`config.mk`:
```
export PLATFORM = sky130hd
export DESIGN_NAME = apb_top
export DESIGN_NICKNAME = d
export VERILOG_FILES = /design/src/rtl/apb_top.sv
export SDC_FILE = /design/constraint.sdc
export NUM_CORES = 2
export LEC_CHECK = 0
export ABC_AREA = 0
export CORE_AREA = 2 2 407 409
export DETAILED_ROUTE_END_ITERATION = 12
export DIE_AREA = 0 0 409 411
export HOLD_SLACK_MARGIN = 0.15
export PLACE_DENSITY = 0.8
export SYNTH_ARGS = -nofsm -noshare
export SYNTH_HDL_FRONTEND = slang
export SYNTH_HIERARCHICAL = 1
export SYNTH_SLANG_ARGS = --single-unit
```
`constraint.sdc`:
```
create_clock -name PCLK -period 4.43 [get_ports PCLK]
set_input_delay 0.443 -clock PCLK [delete_from_list [all_inputs] [get_ports PCLK]]
set_output_delay 0.443 -clock PCLK [all_outputs]
set_load 0.02 [all_outputs]
```
`src/rtl/apb_top.sv`:
```
// rtl/apb_top.sv - APB master bridge with two zero-wait-state completer memories
module apb_mem #(
    parameter int DEPTH = 32,
    parameter int AW    = 5
) (
    input  logic          clk,
    input  logic          rst,
    input  logic          psel,
    input  logic          penable,
    input  logic          pwrite,
    input  logic [AW-1:0] index,
    input  logic [31:0]   pwdata,
    output logic [31:0]   prdata,
    output logic          pready
);

    logic [31:0] mem [DEPTH];

    // Storage: cleared on reset, written in the cycle that ends a write ACCESS
    always_ff @(posedge clk) begin
        if (rst) begin
            for (int i = 0; i < DEPTH; i++) begin
                mem[i] <= '0;
            end
        end else if (psel && penable && pwrite) begin
            mem[index] <= pwdata;
        end
    end

    // Zero wait states: ready as soon as the access phase is reached
    always_comb begin
        pready = psel && penable;
        prdata = psel ? mem[index] : '0;
    end

endmodule

module apb_top #(
    parameter int MEM_DEPTH = 32
) (
    input  logic        PCLK,
    input  logic        PRESETn,
    input  logic        Transfer,
    input  logic        Wr_Rd,
    input  logic [32:0] Address,
    input  logic [31:0] write_data,
    output logic [31:0] read_data
);

    localparam int AW = $clog2(MEM_DEPTH);

    typedef enum logic [1:0] {IDLE, SETUP, ACCESS} state_t;

    state_t      state;
    state_t      state_next;
    logic        load;

    logic [32:0] req_addr;
    logic        req_write;
    logic [31:0] req_wdata;

    logic        psel1;
    logic        psel2;
    logic        penable;
    logic        pwrite;
    logic [31:0] paddr;
    logic [31:0] pwdata;
    logic [31:0] prdata;
    logic [31:0] prdata1;
    logic [31:0] prdata2;
    logic        pready;
    logic        pready1;
    logic        pready2;
    logic        unused_paddr_bits;

    assign paddr  = req_addr[31:0];
    assign pwrite = req_write;
    assign pwdata = req_wdata;

    // Completers only decode the word index; the upper address bits are forwarded but ignored
    assign unused_paddr_bits = ^paddr[31:AW];

    // State register
    always_ff @(posedge PCLK) begin
        if (PRESETn) begin
            state <= IDLE;
        end else begin
            state <= state_next;
        end
    end

    // Next state, request capture strobe and bus control
    always_comb begin
        state_next = state;
        load       = 1'b0;
        psel1      = 1'b0;
        psel2      = 1'b0;
        penable    = 1'b0;
        case (state)
            IDLE: begin
                if (Transfer) begin
                    state_next = SETUP;
                    load       = 1'b1;
                end
            end
            SETUP: begin
                psel1      = !req_addr[32];
                psel2      = req_addr[32];
                state_next = ACCESS;
            end
            ACCESS: begin
                psel1   = !req_addr[32];
                psel2   = req_addr[32];
                penable = 1'b1;
                if (pready) begin
                    if (Transfer) begin
                        state_next = SETUP;
                        load       = 1'b1;
                    end else begin
                        state_next = IDLE;
                    end
                end
            end
            default: state_next = IDLE;
        endcase
    end

    // Request registers: inputs are only sampled on the edge that enters SETUP
    always_ff @(posedge PCLK) begin
        if (PRESETn) begin
            req_addr  <= '0;
            req_write <= 1'b0;
            req_wdata <= '0;
        end else if (load) begin
            req_addr  <= Address;
            req_write <= Wr_Rd;
            req_wdata <= write_data;
        end
    end

    // Read data capture at the edge that completes a read ACCESS; held otherwise
    always_ff @(posedge PCLK) begin
        if (PRESETn) begin
            read_data <= '0;
        end else if (state == ACCESS && pready && !req_write) begin
            read_data <= prdata;
        end
    end

    assign prdata = psel2 ? prdata2 : prdata1;
    assign pready = psel2 ? pready2 : pready1;

    apb_mem #(.DEPTH(MEM_DEPTH), .AW(AW)) u_slave1 (
        .clk     (PCLK),
        .rst     (PRESETn),
        .psel    (psel1),
        .penable (penable),
        .pwrite  (pwrite),
        .index   (paddr[AW-1:0]),
        .pwdata  (pwdata),
        .prdata  (prdata1),
        .pready  (pready1)
    );

    apb_mem #(.DEPTH(MEM_DEPTH), .AW(AW)) u_slave2 (
        .clk     (PCLK),
        .rst     (PRESETn),
        .psel    (psel2),
        .penable (penable),
        .pwrite  (pwrite),
        .index   (paddr[AW-1:0]),
        .pwdata  (pwdata),
        .prdata  (prdata2),
        .pready  (pready2)
    );

endmodule

```
==> impl_metrics.tcl <==
set metrics [dict create \
    synth_warnings 6 \
    grt_usage 0.297 \
    postCtsResizedCells 0 \
    cap_violations 0 \
    crit_path_cell_trace "buf_4 -> or4b_1 -> buf_4 -> o22ai_1 -> nor4_1 -> buf_4 -> a21boi_1 -> a21bo_2 -> a21oi_1 -> mux2_1" \
    io_pins 101 \
    cts_max_level 4 \
    period_needed_ns 4.02 \
    clock_sinks 2121 \
    hpwl_um 156000 \
    nets 7143 \
    drtAntennaViolNets 0 \
    cp-startpoint "req_addr[0]" \
    drt_wl_total_um 254000 \
    synth_nets 7305 \
    drt_iter0_drc 7504 \
    syn-cell-area_um2 97900 \
    synthCells 7232 \
    hp-class "primary input to flop" \
    grt_pass1_vias 57200 \
    grt_pass1_wl_um 370000 \
    core_um2 164000 \
    status "finished clean" \
    p_total_mw 48.6 \
    first_pass_iters 6 \
    slowest_delay_ns 0.89 \
    numCtsBuffers 207 \
    gp_congestion 1.02 \
    setup_ws_ns 0.413 \
    fp-row-count 149 \
    dp_slack_ns 0.555 \
    post_synth.cell_area_avg_um2 13.5 \
    antenna_found_initial 3 \
    cp-start-kind "flop" \
    cp.required_ns 5.17 \
    path_max_fanout 29 \
    crit_arrival_ns 4.75 \
    vdd_drop_max_v 0.000467 \
    tightest_slew_ns 1.40 \
    dieArea_um2 168000 \
    grt-ovfl-total 0 \
    drc 0 \
    clock_latency_ns 0.86 \
    finalClockSkew_ns 0.0254 \
    synth_ff_type "edfxtp_1" \
    synth-seq-area-share 0.643 \
    fin_crit_sh 0.907 \
    routedWlPerCell_um 26.9 \
    holdPathStages 3 \
    grt_start_max_net_pins 79 \
    yosysUniqueCellTypes 50 \
    synth-edff-count 2048 \
    initial_utilization 0.597 \
    fmax_mhz 249 \
    die_width_um 409 \
    rsz0062_at_grt "no" \
    die_y_um 411 \
    cts-root-buf "clkbuf_16" \
    synthArstFlopShare 0 \
    yosys-top-cells-count "and2_1, edfxtp_1, mux2i_1, clkbuf_1, o22ai_1" \
    vias 59500 \
    ys_ff_latch 2121 \
    clkTransAtPathRegs_ns 0.06 \
    ys_top_cells_by_area "edfxtp_1, and2_1, mux2i_1" \
    max-clock-path-buffers 3 \
    tritoncts "done" \
    r2r_cells 10 \
    port_buffers 73 \
    vias_per_cell 6.31 \
    drive_gt1_frac 0.109 \
    end_kind "flop" \
    syn_to_final_growth_pct 9.92 \
    yosys.area.top_type_share 0.628 \
    cpMaxStageDelayCell "dfxtp_1" \
    synth_area_leader_cell "edfxtp_1" \
    hold_viol 0 \
    finalSetupTns_ns 0 \
    synth.most_common_cell "and2_1" \
    final-setup-viol-count 0 \
    cp_common_cell "buf_4" \
    drv_slew 0 \
    slew-limit-headroom 0.0698 \
    worstHoldStart "write_data[0]" \
    timing.rr.start "req_addr[0]" \
    setup.worst_path.class "flop to flop" \
    power.leakage_nw 37.3 \
    powerDensity_nw_per_um2 452 \
]
-- placed cells by master, fill, tap and decap left out, types with 33 or more instances in the layout --
master              n
and2_1           2050
edfxtp_1         2048
clkbuf_1           45
or2_2              64
clkinv_1           49
a21boi_1           64
clkdlybuf4s50_1    71
o211ai_1           39
buf_4             258
a21oi_1            33
nor3b_1            78
clkbuf_16         210
nand2_1            44
dfxtp_1            36
a31oi_1            39
dfxtp_2            36
nor4_1            113
nand3_1            36
mux2i_1          1025
o22ai_1           512
-- cell type report --
| cell class | count | area [um^2] |
|---|---|---|
| clock buffer | 261 | 5510 |
| inverter | 5 | 18.8 |
| tap | 2189 | 2740 |
| timing repair buffer | 354 | 3130 |
| sequential | 2121 | 63000 |
| fill | 11200 | 56300 |
| clock inverter | 118 | 1070 |
| multi-input combinational | 4381 | 32100 |
| antenna | 9 | 22.5 |
-- per-stage QoR --
stage	instance area, um^2	util	cells	hold WS (ns)
floorplan	97900	-	7232	0.484
global placement	101000	0.616	9049	0.508
detailed placement	101000	0.616	9049	0.525
CTS	108000	0.656	9429	0.152
global route	108000	0.656	9429	0.210
finish	108000	0.657	9438	0.195
-- cell families (layout without fill, tap and decap cells) --
family | after synthesis | after routing | synth area share
adders and majority gates | 4 | 4 | 0.000511
and+or+nand+nor | 2557 | 2557 | 0.164
DFF | 2121 | 2121 | 0.643
other | 0 | 9 | 0
AOI/OAI and AO/OA | 762 | 762 | 0.0529
buffers and inverters | 730 | 738 | 0.0308
muxes | 1058 | 1058 | 0.109
-- critical path, delay by kind of cell (launching register included) --
kind | cells | cell delay, ns
simple gates | 2 | 1.07
buf+inv | 3 | 1.05
flops | 1 | 0.89
compound gates | 4 | 0.56
mux | 1 | 0.30
-- what timing repair did --
item,in CTS,in global routing
setup buffers,0,0
hold buffers,1,0
endpoints found under the hold margin,1,0
-- metal layers --
metal | track usage | up-vias | wire, um
met5 | 0 | - | 17
met4 | 0.134 | 2 | 12500
met3 | 0.0602 | 414 | 26300
met2 | 0.453 | 3091 | 116000
met1 | 0.413 | 30000 | 99200
li1 | - | 26000 | -
-- final timing paths --
kind,end,slack [ns]
worst min-delay path,pwdata[0],0.19
worst max register to register,read_data[30],0.41
worst max-delay path,read_data[30],0.41
worst min register to register,state[1],0.54
-- power by group --
group | switching (mW) | leakage [nW] | internal [mW]
Combinational | 5.40 | 12.3 | 2.69
Clock | 7.45 | 3.21 | 9.76
Sequential | 0.655 | 21.7 | 22.7
Total | 13.5 | 37.3 | 35.1
-- state kept, by name, summed over array words and instances, names as in the netlist --
name and count:
req_addr 6, u_slave1/mem 1024, pwrite 1, pwdata 32, state 2, u_slave2/mem 1024
read_data 32
No activity file was read; power rests on OpenSTA's default activity.
